## src/rtl/genbus_arb_pkg.sv

```systemverilog
// genbus_arb_pkg: shared types and helpers for the genbus arbiter.
//   arb_state_e : arbiter FSM states (IDLE, ACCESS, ABORT)
//   ARB_NM_MAX  : largest supported master count; sets the 3-bit bus ID width
//   lanes(dw)   : number of byte lanes for a data width
package genbus_arb_pkg;

    typedef enum logic [1:0] {
        IDLE   = 2'd0,
        ACCESS = 2'd1,
        ABORT  = 2'd2
    } arb_state_e;

    localparam int ARB_NM_MAX = 8;

    function automatic int lanes(input int dw);
        return dw / 8;
    endfunction

endpackage

```

## src/rtl/genbus_rr_pick.sv

```systemverilog
// genbus_rr_pick: combinational round-robin picker.
// The winner is the first requester at or after ptr. The search wraps from
// NM-1 back to 0.
// Ports:
//   req    in  NM  request vector
//   ptr    in  3   search start index (must be < NM)
//   onehot out NM  one-hot winner (all zero when no request)
//   idx    out 3   winner index (0 when no request)
//   any    out 1   at least one request present
module genbus_rr_pick
    import genbus_arb_pkg::*;
#(
    parameter int NM = 4
) (
    input  logic [NM-1:0] req,
    input  logic [2:0]    ptr,
    output logic [NM-1:0] onehot,
    output logic [2:0]    idx,
    output logic          any
);

    // Requests padded to the maximum width so a 3-bit index is always in range.
    logic [ARB_NM_MAX-1:0] req_x;
    logic [3:0]            sum;
    logic [2:0]            j;

    genvar gi;
    generate
        for (gi = 0; gi < ARB_NM_MAX; gi++) begin : g_pad
            if (gi < NM) begin : g_used
                assign req_x[gi] = req[gi];
            end else begin : g_zero
                assign req_x[gi] = 1'b0;
            end
        end
    endgenerate

    always_comb begin
        idx = 3'd0;
        any = 1'b0;
        sum = 4'd0;
        j   = 3'd0;
        for (int k = 0; k < NM; k++) begin
            // ptr < NM, so one subtraction is enough to wrap the index.
            sum = {1'b0, ptr} + 4'(k);
            if (sum >= 4'(NM)) begin
                sum = sum - 4'(NM);
            end
            j = sum[2:0];
            if (!any && req_x[j]) begin
                any = 1'b1;
                idx = j;
            end
        end
    end

    generate
        for (gi = 0; gi < NM; gi++) begin : g_oh
            assign onehot[gi] = any && (idx == 3'(gi));
        end
    endgenerate

endmodule

```

## src/rtl/genbus_arbiter.sv

```systemverilog
// genbus_arbiter: round-robin arbiter that shares one genbus slave port
// between NM masters. The grant is registered. Each master gets its own wait
// state. An access whose slave holds s_ws for TMO cycles is aborted.
// Optional macro GENBUS_ARB_LOCK_EN adds m_lock[NM]. A master that completes
// an access with its lock bit set keeps the bus for its next access.
// Ports:
//   clk, rst                   clock, synchronous active-high reset
//   m_req/m_adr/m_we/m_re/m_wdata  per-master request fields (master i in slice i)
//   m_lock                     (GENBUS_ARB_LOCK_EN only) per-master lock
//   m_gnt, m_ws, m_err         per-master grant, wait state, timeout pulse
//   m_rdata                    broadcast read data
//   s_adr/s_we/s_re/s_wdata/s_id   slave-side request (zero when idle)
//   s_rdata, s_ws              slave read data and wait state
module genbus_arbiter
    import genbus_arb_pkg::*;
#(
    parameter int NM  = 4,
    parameter int AW  = 16,
    parameter int DW  = 16,
    parameter int TMO = 15
) (
    input  logic                    clk,
    input  logic                    rst,
    input  logic [NM-1:0]           m_req,
    input  logic [NM*AW-1:0]        m_adr,
    input  logic [NM*lanes(DW)-1:0] m_we,
    input  logic [NM*lanes(DW)-1:0] m_re,
    input  logic [NM*DW-1:0]        m_wdata,
`ifdef GENBUS_ARB_LOCK_EN
    input  logic [NM-1:0]           m_lock,
`endif
    output logic [NM-1:0]           m_gnt,
    output logic [NM-1:0]           m_ws,
    output logic [NM-1:0]           m_err,
    output logic [DW-1:0]           m_rdata,
    output logic [AW-1:0]           s_adr,
    output logic [lanes(DW)-1:0]    s_we,
    output logic [lanes(DW)-1:0]    s_re,
    output logic [DW-1:0]           s_wdata,
    output logic [2:0]              s_id,
    input  logic [DW-1:0]           s_rdata,
    input  logic                    s_ws
);

    localparam int         LW       = lanes(DW);
    localparam logic [1:0] ST_IDLE   = IDLE;
    localparam logic [1:0] ST_ACCESS = ACCESS;
    localparam logic [1:0] ST_ABORT  = ABORT;
    localparam logic [2:0] LAST     = 3'(NM - 1);
    localparam logic [7:0] TMO_LAST = 8'(TMO - 1);

    // Per-master fields unpacked into arrays padded to ARB_NM_MAX entries,
    // so the 3-bit grant index can select from them directly.
    logic [AW-1:0]         adr_a [ARB_NM_MAX];
    logic [LW-1:0]         we_a  [ARB_NM_MAX];
    logic [LW-1:0]         re_a  [ARB_NM_MAX];
    logic [DW-1:0]         wd_a  [ARB_NM_MAX];
    logic [ARB_NM_MAX-1:0] req_x;
    logic [ARB_NM_MAX-1:0] lock_x;

    genvar gi;
    generate
        for (gi = 0; gi < ARB_NM_MAX; gi++) begin : g_unpack
            if (gi < NM) begin : g_used
                assign adr_a[gi] = m_adr[gi*AW +: AW];
                assign we_a[gi]  = m_we[gi*LW +: LW];
                assign re_a[gi]  = m_re[gi*LW +: LW];
                assign wd_a[gi]  = m_wdata[gi*DW +: DW];
                assign req_x[gi] = m_req[gi];
`ifdef GENBUS_ARB_LOCK_EN
                assign lock_x[gi] = m_lock[gi];
`else
                assign lock_x[gi] = 1'b0;
`endif
            end else begin : g_zero
                assign adr_a[gi]  = '0;
                assign we_a[gi]   = '0;
                assign re_a[gi]   = '0;
                assign wd_a[gi]   = '0;
                assign req_x[gi]  = 1'b0;
                assign lock_x[gi] = 1'b0;
            end
        end
    endgenerate

    logic [1:0]    state_q, state_d;
    logic [2:0]    gnt_q, gnt_d;
    logic [NM-1:0] gnt_oh_q, gnt_oh_d;
    logic [2:0]    ptr_q, ptr_d;
    logic [7:0]    cnt_q, cnt_d;

    logic          in_access, in_abort, active, done, dropped, release_g;
    logic [2:0]    ptr_adv;
    logic [NM-1:0] pick_req, pick_oh;
    logic [2:0]    pick_ptr, pick_idx;
    logic          pick_any;

    assign in_access = (state_q == ST_ACCESS);
    assign in_abort  = (state_q == ST_ABORT);
    assign active    = in_access & req_x[gnt_q];
    assign done      = active & ~s_ws;
    assign dropped   = in_access & ~req_x[gnt_q];
    assign ptr_adv   = (gnt_q == LAST) ? 3'd0 : gnt_q + 3'd1;
    assign release_g = (in_access & ~s_ws) | in_abort;

    // In ACCESS the picker looks ahead for the next owner so there is no dead
    // cycle. The current owner is masked out because its request is still up
    // for the access that is just finishing.
    assign pick_req = in_access ? (m_req & ~gnt_oh_q) : m_req;
    assign pick_ptr = in_access ? ptr_adv : ptr_q;

    genbus_rr_pick #(.NM(NM)) u_pick (
        .req    (pick_req),
        .ptr    (pick_ptr),
        .onehot (pick_oh),
        .idx    (pick_idx),
        .any    (pick_any)
    );

    always_comb begin
        state_d  = state_q;
        gnt_d    = gnt_q;
        gnt_oh_d = gnt_oh_q;
        ptr_d    = ptr_q;
        cnt_d    = cnt_q;
        case (state_q)
            ST_IDLE: begin
                if (pick_any) begin
                    state_d  = ST_ACCESS;
                    gnt_d    = pick_idx;
                    gnt_oh_d = pick_oh;
                    cnt_d    = 8'd0;
                end
            end
            ST_ACCESS: begin
                if (done && lock_x[gnt_q]) begin
                    // Locked owner keeps the bus and the pointer holds.
                    cnt_d = 8'd0;
                end else if (done || dropped) begin
                    ptr_d = ptr_adv;
                    if (pick_any) begin
                        gnt_d    = pick_idx;
                        gnt_oh_d = pick_oh;
                        cnt_d    = 8'd0;
                    end else begin
                        state_d = ST_IDLE;
                    end
                end else begin
                    cnt_d = (cnt_q == 8'hFF) ? cnt_q : cnt_q + 8'd1;
                    if (cnt_q >= TMO_LAST) begin
                        state_d = ST_ABORT;
                    end
                end
            end
            ST_ABORT: begin
                state_d = ST_IDLE;
                ptr_d   = ptr_adv;
            end
            default: begin
                state_d = ST_IDLE;
            end
        endcase
    end

    always_ff @(posedge clk) begin
        if (rst) begin
            state_q  <= ST_IDLE;
            gnt_q    <= 3'd0;
            gnt_oh_q <= '0;
            ptr_q    <= 3'd0;
            cnt_q    <= 8'd0;
        end else begin
            state_q  <= state_d;
            gnt_q    <= gnt_d;
            gnt_oh_q <= gnt_oh_d;
            ptr_q    <= ptr_d;
            cnt_q    <= cnt_d;
        end
    end

    assign m_gnt   = in_access ? gnt_oh_q : '0;
    assign m_err   = in_abort ? gnt_oh_q : '0;
    assign m_ws    = m_req & ~(gnt_oh_q & {NM{release_g}});
    assign m_rdata = s_rdata;

    // The slave side is driven only while the owner still requests. This keeps
    // it quiet in IDLE, in ABORT and in the cycle where the owner drops out.
    assign s_adr   = active ? adr_a[gnt_q] : '0;
    assign s_we    = active ? we_a[gnt_q]  : '0;
    assign s_re    = active ? re_a[gnt_q]  : '0;
    assign s_wdata = active ? wd_a[gnt_q]  : '0;
    assign s_id    = active ? gnt_q        : 3'd0;

endmodule

```

## config.mk

```make
export PLATFORM = sky130hd
export DESIGN_NAME = genbus_arbiter
export DESIGN_NICKNAME = d
export VERILOG_FILES = /design/src/rtl/genbus_arb_pkg.sv /design/src/rtl/genbus_rr_pick.sv /design/src/rtl/genbus_arbiter.sv
export SDC_FILE = /design/constraint.sdc
export NUM_CORES = 1
export LEC_CHECK = 0
export BUFFER_PORTS_ARGS = -buffer_cell sky130_fd_sc_hd__buf_2
export CORE_MARGIN = 1.5
export CORE_UTILIZATION = 36
export CTS_CLUSTER_DIAMETER = 150
export DETAILED_ROUTE_END_ITERATION = 12
export PLACE_DENSITY = 0.8
export SYNTH_ARGS = -nofsm -noshare
export SYNTH_HDL_FRONTEND = slang
export SYNTH_HIERARCHICAL = 1
export SYNTH_SLANG_ARGS = --single-unit
```

## constraint.sdc

```tcl
create_clock -name clk -period 3.3 [get_ports clk]
set_input_delay 0.495 -clock clk [delete_from_list [all_inputs] [get_ports clk]]
set_output_delay 0.495 -clock clk [all_outputs]
set_load 0.02 [all_outputs]
```

## Word-level counts from Yosys, hierarchy flattened

Memory sizes are Yosys's and may differ from the RTL's. A register that Yosys moved wholly into a read port is not among the register bits.
Cells that the tools add are included.

- Bits in registers: 20
- Memory bits (read-only): 8
- Bits of input ports: 167
- Output and inout bits: 67
- Logic and storage cells: 141
- Memories kept: 1

- Add/subtract/negate cells: 9
- Order comparisons: 11
- Equal/unequal tests: 13
- Muxes and demuxes: 69
- Bitwise operators: 13
- Reduce and logical (&&, ||, !) cells: 20

Memories:

| name | depth | width | read ports | clocked after memory_dff | write ports | RTL line | text |
|---|---|---|---|---|---|---|---|
| (no name shown) | 8 | 1 | 1 | 1 | 0 | genbus_arbiter.sv:136 | `if (done && lock_x[gnt_q]) begin` |

Operators by type and width:

| kind | number |
|---|---|
| 16-bit binary-select mux with 3-bit select | 2 |
| 16-bit two-way mux | 6 |
| 3-bit two-way mux | 18 |
| 8-bit two-way mux | 4 |
| 4-bit two-way mux | 6 |
| 2-bit two-way mux | 11 |
| 3-bit by 4-bit less-than comparator with 1-bit output (second input constant) | 5 |
| 8-bit one-hot mux with 2 select lines | 1 |
| 1-bit binary-select mux with 3-bit select | 5 |
| 4-bit AND | 3 |
| 2-bit binary-select mux with 3-bit select | 2 |
| 4-bit by 3-bit greater-or-equal comparator with 1-bit output (second input constant) | 3 |
| 3-bit one-hot mux with 2 select lines | 2 |
| 3-bit subtractor (second input constant) | 4 |
| 1-bit two-way mux | 10 |
| 3-bit by 2-bit equality test with 1-bit output (second input constant) | 3 |
| 3-bit by 2-bit adder with 4-bit output (second input constant) | 2 |
| 8-bit by 1-bit adder with 8-bit output (second input constant) | 1 |
| 8-bit equality test (second input constant) | 1 |
| 8-bit by 4-bit greater-or-equal comparator with 1-bit output (second input constant) | 1 |
| 1-bit logical AND | 8 |
| 4-bit NOT | 2 |
| 4-bit one-hot mux with 2 select lines | 1 |
| 3-bit AND reduction | 2 |
| 24 further kinds | 32 |

## Longest topological paths before layout

Gate-level depths: netlist of the first run.

- Depth in word-level cells: 23
- Gate-level depth with buffers: 18
- Gate-level depth less buffers: 14

## Cells and area by module

Netlist of the first run, hierarchy kept.

By module, submodules not included:

| module | times used | cells each | area an instance (um^2) | sequential area each (um^2) |
|---|---|---|---|---|
| genbus_arbiter | 1 | 249 | 2416.1 | 400.4 |
| genbus_rr_pick | 1 | 51 | 404.1 | 0.0 |

## Worst setup path before layout of the first run

Ideal clock, no wire load.

- Kind: reg-to-reg
- From: register gnt_q[0]
- To: register gnt_q[1]
- Library setup time: 128 ps
- Data arrival time: 3274 ps
- Required time: 3172 ps
- Path slack: -102 ps
- Cell stages (with the launch flop): 19
- Path buffers: 5
- Clock period less this slack: 3402 ps
- Cell sequence: dfxtp_1 buf_2 buf_2 buf_4 a21oi_1 nand2_1 nand2_1 buf_6 inv_1 ha_1 mux2i_1 a311o_1 nand3_1 or3b_2 inv_1 a211o_1 buf_4 mux2i_1 nor2_1

- Longest elaborated chain between the ends: 21
- Elaborated cells between the ends (all ways): 56
- Those cells by class: 8 x add/sub; 4 x order compare; 3 x eq/ne; 28 x mux; 4 x bitwise; 9 x reduce/logical

Ends and longest elaborated chain:

| element | RTL line | text |
|---|---|---|
| from (decl) | genbus_arbiter.sv:87 | `logic [2:0] gnt_q, gnt_d;` |
| from (signal assigned) | genbus_arbiter.sv:174 | `gnt_q <= gnt_d;` |
| 3-bit by 1-bit adder with 3-bit output / 3-bit by 2-bit equality test with 1-bit output (equally long branches) | genbus_arbiter.sv:103 | `assign ptr_adv = (gnt_q == LAST) ? 3'd0 : gnt_q + 3'd1;` |
| 3-bit two-way mux (*) | genbus_arbiter.sv:103 |  |
| 3-bit two-way mux (*) | genbus_arbiter.sv:110 | `assign pick_ptr = in_access ? ptr_adv : ptr_q;` |
| net pick_ptr[0] | genbus_arbiter.sv:95 | `logic [2:0] pick_ptr, pick_idx;` |
| branches (longest 13 deep; another with 3-bit by 1-bit adder with 4-bit output) | -- |  |
| 1-bit two-way mux (*) | genbus_rr_pick.sv:50 | `if (!any && req_x[j]) begin` |
| net pick_any | genbus_arbiter.sv:96 | `logic pick_any;` |
| 3-bit two-way mux (*) | genbus_arbiter.sv:128, genbus_arbiter.sv:141 |  |
| 3-bit two-way mux | genbus_arbiter.sv:139 | `end else if (done \|\| dropped) begin` |
| 3-bit two-way mux | genbus_arbiter.sv:136 |  |
| 3-bit one-hot mux with 2 select lines (*) | genbus_arbiter.sv:126 | `case (state_q)` |

Mark *: on every way through the listed nets, which the timed path passes. The select of a mux whose other input is x is not followed.
A chain may end at the register's enable or synchronous reset.

## Final worst setup path of the first run

- From: register gnt_q[0]
- To: register gnt_q[0]

The elaborated chain is that of the path after synthesis.

==> results_dict.tcl, run 1 <==
set metrics [dict create \
    outcome "completed" \
    slew_viol_final 0 \
    core_sq_mm 0.00765 \
    yosysSeqAreaShare 0.142 \
    n_antenna_cell 0 \
    worstPathCellList "ha_1, a21oi_1, nand2_1, nand2_1, inv_1, ha_4, mux2i_1, or2_2, nand3_1, or3b_2, inv_1, a211o_2, mux2i_1, nor2_1" \
    p_leak_nw 1.80 \
    dr_total_vias 3042 \
    hold_path_class "reg -> reg" \
    dpl.hpwl_mm 8.07 \
    die_area_sq_mm 0.00837 \
    avgSynthCellArea_sq_um 9.40 \
    fin_area_sq_mm 0.00387 \
    hold_violations 0 \
    ir_drop_v 0.000530 \
    area_growth_pct 37.3 \
    n_fill_cell 736 \
    tns_ns 0 \
    root_buffer "clkbuf_8" \
    dr.first_iter.drc_count 131 \
    relSlewSlack 0.503 \
    slowest_delay_ns 0.53 \
    setup_viol 0 \
    place.gp.congestion 0.936 \
    mappedNetlistNets 472 \
    htreeDepth 1 \
    rsz0062_at_grt "yes" \
    finClkSkew_ns 0.00155 \
    clk_pin_slew_ns 0.07 \
    grt_pass1_wl_mm 14.8 \
    max_freq_mhz 319 \
    postRouteAntennaNets 0 \
    synth_cell_types 55 \
    maxCapViolations 0 \
    total_power_w 0.00227 \
    ys_ff_latch 20 \
    drc 0 \
    tightest_slew_ns 0.746 \
    post-route-period-util 0.949 \
    io_pins 234 \
    grt.total_usage 0.222 \
    p_per_area_mw_per_mm2 586 \
    holdBufCountCts 0 \
    cp_max_fo 7 \
    syn_inst 300 \
    cts-buffers-inserted 3 \
    drive_gt1_frac 0.576 \
    clockBufferDepth 2 \
    grt_start_max_net_pins 43 \
    die_x_microns 91.5 \
    fin_nets 649 \
    cp-start-kind "flip-flop" \
    firstDrtPassIters 4 \
    min_period_ns 3.13 \
    critical_path_arrival_ns 3.27 \
    dieHeight_microns 91.5 \
    grt-ovfl-total 0 \
    path_buf_inv 2 \
    first_global_vias 2901 \
    drt_wl_total_mm 9.75 \
    required_ns 3.44 \
    yosysWarningCount 6 \
    cp_slowest_cell "or3b_2" \
    via_per_inst 5.26 \
    synth_async_sr_flop_share 0 \
    cts_tree "yes" \
    cts_setup_buffers 0 \
    path_class "reg -> reg" \
    synth_area_sq_mm 0.00282 \
    antenna_found_initial 0 \
    initial_utilization 0.369 \
    rows 32 \
    placed_area_sq_mm 0.00380 \
    path_delay_family "simple AND/OR/NAND/NOR gates" \
    clkLatencyLatePin_ns 0.26 \
    synth_edf_count 0 \
    wire_per_inst_microns 16.9 \
    clock-sinks 20 \
    numPortBuffers 200 \
    synthFlopType "dfxtp_1" \
    cp-end-kind "flip-flop" \
    cts.repair.resized 0 \
]
==> placed cells by master, fill, tap and decap left out, drive strengths merged, types with 2 or more instances in the layout <==
cell type  Yosys  routed
nand3          6       6
xnor2          3       3
mux2i         18      18
inv           12      12
conb           2       2
o21ai         11      11
clkbuf         5       4
nand4          3       3
a21oi         12      12
nor2          20      20
ha             5       5
nand2b         4       4
a21boi         4       4
mux2           3       3
nor3           4       4
mux4          37      37
or3            2       2
and2          12      12
dfxtp         20      20
buf           32     209
or2            3       3
nor2b         43      43
xor2           2       2
nand2         17      17
==> cell type report <==
class                           count  area [sq um]  area share
Sequential cell                    20           404       0.104
Tap cell                          102           128      0.0330
Timing Repair Buffer              209          1070       0.276
Clock buffer                        4          55.1      0.0142
Inverter                           12          45.0      0.0116
Multi-Input combinational cell    231          2170       0.561
==> path summary, 6_finish.rpt <==
| path | from | cells after the start | endpoint | slack (ns) |
|---|---|---|---|---|
| max | gnt_q[0] | 14 | gnt_q[0] | 0.17 |
| min | cnt_q[7] | 2 | cnt_q[7] | 0.48 |
| max reg2reg | gnt_q[0] | 14 | gnt_q[0] | 0.17 |
| min reg2reg | cnt_q[7] | 2 | cnt_q[7] | 0.48 |
==> stage by stage <==
| stage | hold slack (ns) | util | worst slack (ns) | instances |
|---|---|---|---|---|
| after floorplan | 0.454 | - | 0.0126 | 300 |
| after global placement | 0.465 | 0.498 | 0.202 | 574 |
| after detailed placement | 0.469 | 0.498 | 0.0983 | 574 |
| after CTS | 0.480 | 0.505 | 0.0723 | 578 |
| after global routing | 0.519 | 0.506 | -0.0224 | 578 |
| final | 0.477 | 0.506 | 0.168 | 578 |
==> metal layers <==
layer  global-route usage  wire, microns
met5                    0              0
met4               0.0495             80
met3               0.0419            721
met2                0.396           5060
met1                0.275           3890
==> where the power goes <==
group / switching (W) / total (W) / internal [W]
clock: 0.0000840 / 0.000190 / 0.000106
combinational: 0.000927 / 0.00176 / 0.000836
sequential: 0.0000319 / 0.000317 / 0.000285
==> state kept, by name, summed over array words and instances, names as in the netlist <==
name and count:
state_q 2, gnt_q 3, gnt_oh_q 4, cnt_q 8, ptr_q 3
==> worst min-delay path, delay by kind of cell, from the launching register on <==
family / cells / cell delay, ns
compound gates: 2 / 0.12
flops: 1 / 0.31
==> Yosys cell counts (2+ instances only) <==
library cell,count,share of area
nor2b_1,43,0.095
mux4_2,37,0.30
buf_4,20,0.053
dfxtp_1,20,0.14
nor2_1,20,0.027
mux2i_1,17,0.060
nand2_1,17,0.023
inv_1,12,0.016
a21oi_1,11,0.020
and2_1,10,0.022
buf_2,9,0.016
o21ai_0,9,0.016
nand3_1,6,0.011
clkbuf_1,5,0.0067
ha_1,5,0.022
a21boi_0,4,0.011
nand2b_1,4,0.0089
nor3_1,4,0.0071
nand4_1,3,0.0067
xnor2_1,3,0.0093
buf_1,2,0.0027
conb_1,2,0.0027
mux2_2,2,0.0080
or2_4,2,0.0062
or3_1,2,0.0044
xor2_1,2,0.0062
==> kinds of logic after synthesis <==
kind of cell	Yosys count	share of synthesized area
flops	20	0.142
simple gates	122	0.241
buf+inv	49	0.0985
compound gates	39	0.104
xor+xnor	5	0.0155
other cells	2	0.00266
fa+ha+maj	5	0.0222
mux	58	0.374
Note: power is estimated with default switching activity, not from simulation.
==> inputs of run 2 (changes only) <==
PLACE_DENSITY = 0.85   (was 0.8)
SETUP_SLACK_MARGIN = 0.3   (was unset)
==> run 2 against run 1 <==
Compared with the run above:
- final area rose by 4.4%
- power rose by 9.2%
- register-to-register slack improved by 0.20 ns
- worst hold slack improved by 0.016 ns
- largest power group unchanged
==> results_dict.tcl, run 2 (same netlist as run 1, synthesis figures left out) <==
set metrics [dict create \
    firstDrtPassIters 4 \
    dp.cells 571 \
    power_switching_w 0.00112 \
    die_area_sq_mm 0.00837 \
    clock-sinks 20 \
    grt-busiest-layer "met2" \
    grt-ovfl-total 0 \
    io_pins 234 \
    internal_power_w 0.00136 \
    n_fill_cell 679 \
    die_x_microns 91.5 \
    wire_per_inst_microns 17.0 \
    fin_nets 657 \
    rows 32 \
    dieHeight_microns 91.5 \
    seqCellArea_sq_um 409 \
    clkLatencyLatePin_ns 0.27 \
    fin_ws_ns 0.364 \
    outcome "completed" \
    drt_wl_total_mm 9.98 \
    hold_path_class "reg -> reg" \
    clockBufferDepth 2 \
    antenna_found_initial 0 \
    finalNonFillerCells 586 \
    power.share.sequential 0.130 \
    path_class "reg -> reg" \
    multi_input_area_sq_mm 0.00225 \
    place.gp.congestion 0.871 \
    holdPathStages 2 \
    pwr-share-comb 0.791 \
    cp-start-kind "flip-flop" \
    first_global_vias 3000 \
    max_freq_mhz 341 \
    swShare 0.453 \
    dr_total_vias 3100 \
    post-route-period-util 0.890 \
    htreeDepth 1 \
    cp_max_fo 5 \
    largest-register "cnt_q" \
    core_sq_mm 0.00765 \
    clk_pin_slew_ns 0.08 \
    grtUsageMet2 0.385 \
    required_ns 3.45 \
    largest_register_ffs 8 \
    dpl.hpwl_mm 7.74 \
    initial_utilization 0.369 \
    area_growth_pct 43.3 \
    cts_tree "yes" \
    rsz0062_at_grt "no" \
    grt_start_max_net_pins 43 \
    ir_drop_v 0.000416 \
    met1_usage 0.272 \
    setup_viol 0 \
    reg_top3 "cnt_q: 8 flops, gnt_oh_q: 4 flops" \
    post-place-ws_ns 0.00561 \
    grtUsageMet3 0.0402 \
    finClkSkew_ns 0.00364 \
    n_antenna_cell 0 \
    cp-end-kind "flip-flop" \
    holdBufCountCts 0 \
    drc 0 \
    slew_viol_final 0 \
    cts-buffers-inserted 3 \
    p_leak_nw 1.85 \
    grt_pass1_wl_mm 14.6 \
    dr.first_iter.drc_count 117 \
    final_common_cell "buf_2" \
    tightest_slew_ns 0.633 \
    numPortBuffers 200 \
    p_per_area_mw_per_mm2 613 \
    maxCapViolations 0 \
    holdWs_ns 0.493 \
    pwr-share-clk 0.079 \
    grt.total_usage 0.215 \
    critical_path_arrival_ns 3.08 \
    postRouteAntennaNets 0 \
    worst-r2r-cell-count 15 \
    mostFrequentLayoutCells "200 x buf_2, 41 x nor2b_1, 37 x mux4_2" \
    relSlewSlack 0.578 \
    drive_gt1_frac 0.607 \
    min_period_ns 2.94 \
    via_per_inst 5.29 \
    hold_violations 0 \
    root_buffer "clkbuf_8" \
    tns_ns 0 \
]
==> run 2: cell types whose count changed in the layout (fill, tap and decap cells not counted), sizes merged <==
cell      previous run  this run
clkinvlp             0         1
buf                209       217
inv                 12        11
==> run 2: repair_timing <==
item,4_1_cts,5_1_grt
setup endpoints to repair,15,37
pin swaps,1,8
gates resized for setup,5,15
endpoints found under the hold margin,0,0
setup buffers,4,7
==> run 2: power groups by stage <==
stage | clock network, W | registers, W | logic [W]
after global routing | 0.000206 | 0.000329 | 0.00209
after global placement | 0 | 0.000323 | 0.00170
after CTS | 0.000192 | 0.000322 | 0.00181
after floorplan | 0 | 0.000316 | 0.00141
final | 0.000196 | 0.000323 | 0.00196
after detailed placement | 0 | 0.000325 | 0.00175
==> run 2: final timing paths <==
path	startpoint	end	slack [ns]
max reg2reg	gnt_q[0]	gnt_oh_q[1]	0.36
min reg2reg	cnt_q[7]	cnt_q[7]	0.49
max	gnt_q[0]	gnt_oh_q[1]	0.36
min	cnt_q[7]	cnt_q[7]	0.49
==> run 2: stage by stage <==
step | power (W) | area [sq um] | util
final | 0.00248 | 4040 | 0.529
after detailed placement | 0.00208 | 3820 | 0.500
after global placement | 0.00202 | 3820 | 0.500
after CTS | 0.00232 | 3930 | 0.513
after floorplan | 0.00173 | 2890 | -
after global routing | 0.00262 | 4040 | 0.529
==> run 2: final cells by class <==
| class | instances | area share |
|---|---|---|
| multi-input cells | 231 | 0.556 |
| repair buffers | 217 | 0.285 |
| flip-flops and latches | 20 | 0.101 |
| well taps | 102 | 0.0316 |
| clock buffers | 4 | 0.0136 |
| inverters | 12 | 0.0121 |
==> run 2: critical path, cell delays in order (launching register included) <==
cell        delay, ns
dfxtp_2          0.34
ha_2             0.19
a21oi_2          0.17
nand2_1          0.09
nand2_2          0.09
clkinvlp_4       0.11
ha_4             0.27
mux2i_4          0.18
a311o_1          0.34
buf_4            0.16
and2_4           0.17
o221ai_4         0.18
a31oi_4          0.14
and2b_1          0.19
mux2i_1          0.12
nor2_1           0.05
==> run 2: routing by layer <==
metal / share of wire / routed length (microns)
met4: 0.0075 / 75
met5: 0 / 0
met3: 0.081 / 813
met2: 0.52 / 5200
met1: 0.39 / 3900
==> inputs of run 3 (changes only) <==
CORE_UTILIZATION = 37   (was 36)
CTS_BUF_LIST = sky130_fd_sc_hd__clkbuf_4   (was unset)
PLACE_DENSITY = 0.86   (was 0.85)
REMOVE_ABC_BUFFERS = 1   (was unset)
SETUP_SLACK_MARGIN = unset   (was 0.3)
==> run 3 against run 2 <==
Compared with the run above:
- critical path depth decreased by 10
- sequential share of layout area is 0.35 points higher
- via count fell by 0.16%
- clock skew increased by 0.0057 ns
- first-iteration DRC count is 28% lower
- global-route usage grew 0.44 points
- count of clock-buffer cells in the layout down 1
- non-clock buffer count down 10
- die area down 2.6%
- core utilization down 0.19 points
- register-to-register slack got worse by 0.11 ns
- sequential power about the same
==> results_dict.tcl, run 3 (same netlist as run 1, synthesis figures left out) <==
set metrics [dict create \
    clock-sinks 20 \
    final_common_cell "buf_2" \
    path_delay_family "compound AO/OA/AOI/OAI gates" \
    r2r-end "gnt_oh_q[2]" \
    worst-r2r-cell-count 14 \
    htreeDepth 1 \
    clkLatencyLatePin_ns 0.31 \
    setup_viol 0 \
    rsz0062_at_grt "no" \
    n_fill_cell 683 \
    postRouteAntennaNets 0 \
    finClkSkew_ns 0.00932 \
    hold_path_class "reg -> reg" \
    power.share.sequential 0.144 \
    cts-buffers-inserted 3 \
    post-place-ws_ns -0.0102 \
    clockBufferDepth 2 \
    tightest_slew_ns 0.926 \
    route.met3.wl_microns 837 \
    reg2reg_slack_ns 0.25 \
    relSlewSlack 0.383 \
    p_per_area_mw_per_mm2 574 \
    drc 0 \
    fin_ws_ns 0.198 \
    rows 31 \
    route.met2.wl_mm 4.91 \
    slew_viol_final 0 \
    highest_layer "met4" \
    cp-start-kind "flip-flop" \
    cp_slowest_cell "o2111ai_2" \
    dr_total_vias 3095 \
    root_buffer "clkbuf_4" \
    path_buf_inv 2 \
    die_area_sq_mm 0.00815 \
    path_depth 5 \
    io_pins 234 \
    pwr-share-comb 0.802 \
    first_global_vias 3015 \
    mostFrequentLayoutCells "200 x buf_2, 42 x nor2b_1, 37 x mux4_2" \
    grt_pass1_wl_mm 14.6 \
    worstSetupEndpoint "s_re[1]" \
    grt_start_max_net_pins 43 \
    via_per_inst 5.38 \
    initial_utilization 0.385 \
    largest-register "cnt_q" \
    firstDrtPassIters 4 \
    cp-end-kind "output pin" \
    swShare 0.471 \
    antenna_found_initial 2 \
    power_switching_w 0.00104 \
    cts_tree "yes" \
    reg_top3 "cnt_q: 8 flops, gnt_oh_q: 4 flops" \
    area_growth_pct 36.9 \
    final_core_util 0.527 \
    required_ns 2.80 \
    ir_drop_v 0.000399 \
    dpl.hpwl_mm 7.66 \
    internal_power_w 0.00117 \
    wl_met1_mm 3.78 \
    post-route-period-util 0.940 \
    dr.first_iter.drc_count 84 \
    hold_violations 0 \
    fin_nets 648 \
    die_x_microns 90.3 \
    total_power_w 0.00221 \
    max_freq_mhz 322 \
    grt.total_usage 0.219 \
    path_class "reg -> out" \
    worstPathCellList "buf_4, mux2_4, o2111ai_2, nor2b_1, buf_2" \
    cp_max_fo 40 \
    outcome "completed" \
    p_leak_nw 1.78 \
    slowest_delay_ns 0.77 \
    critical_path_arrival_ns 2.61 \
    drive_gt1_frac 0.576 \
    numPortBuffers 200 \
    startpoint "gnt_q[1]" \
    min_period_ns 3.10 \
    core_sq_mm 0.00733 \
    dieHeight_microns 90.3 \
    timing.rr.start "gnt_q[0]" \
    place.gp.congestion 0.839 \
    largest_register_ffs 8 \
    holdBufCountCts 0 \
    maxCapViolations 0 \
    pwr-share-clk 0.053 \
    grt-ovfl-total 0 \
    drt_wl_total_mm 9.72 \
    wire_per_inst_microns 16.9 \
    clk_pin_slew_ns 0.12 \
]
## run 3: area by class of cell
| class | instances | area, sq um | area share |
|---|---|---|---|
| clock buffer | 3 | 22.5 | 0.00583 |
| antenna | 2 | 5.00 | 0.00130 |
| inverter | 12 | 45.0 | 0.0117 |
| multi-input combinational | 232 | 2210 | 0.572 |
| sequential | 20 | 404 | 0.105 |
| timing repair buffer | 207 | 1050 | 0.273 |
| tap | 99 | 124 | 0.0321 |
## run 3: worst min-delay path, stage by stage, from the launching register on
cell and delay, ns:
dfxtp_1 0.32, o21ai_0 0.07, a21oi_1 0.06
## run 3: metrics by stage
| step | std cells | hold slack (ns) | area, sq um | TNS (ns) |
|---|---|---|---|---|
| 2_1_floorplan | 263 | 0.448 | 2590 | -55.64 |
| 3_3_place_gp | 568 | 0.475 | 3780 | 0 |
| 3_5_place_dp | 568 | 0.471 | 3780 | -0.0102 |
| 4_1_cts | 571 | 0.491 | 3800 | 0 |
| 5_1_grt | 574 | 0.499 | 3860 | 0 |
| 6_report | 575 | 0.489 | 3860 | 0 |
## run 3: per-layer routing
metal / global-route usage / vias up
li1: - / 1428
met1: 0.255 / 1476
met2: 0.394 / 176
met3: 0.0623 / 15
met4: 0.0556 / 0
met5: 0 / -
## run 3: timing repair
item | CTS | global route
buffers inserted | 0 | 1
endpoints found under the setup margin | 6 | 37
resized for setup | 1 | 8
pin swaps | 0 | 2
cloned | 0 | 1
## run 3: worst min-delay path by stage
stage / start / endpoint / slack (ns) / cells after the start
2_1_floorplan: cnt_q[7] / cnt_q[7] / 0.45 / 2
3_3_place_gp: cnt_q[7] / cnt_q[7] / 0.47 / 2
3_5_place_dp: cnt_q[7] / cnt_q[7] / 0.47 / 2
4_1_cts: cnt_q[7] / cnt_q[7] / 0.49 / 2
5_1_grt: cnt_q[7] / cnt_q[7] / 0.50 / 2
6_report: cnt_q[7] / cnt_q[7] / 0.49 / 2
## run 3: power by group through the flow
stage	Combinational [W]	Clock (W)	Sequential [W]
2_1_floorplan	0.00117	0	0.000404
3_5_place_dp	0.00170	0	0.000324
5_1_grt	0.00191	0.000130	0.000326
6_report	0.00178	0.000118	0.000320
3_3_place_gp	0.00165	0	0.000322
4_1_cts	0.00171	0.000118	0.000319
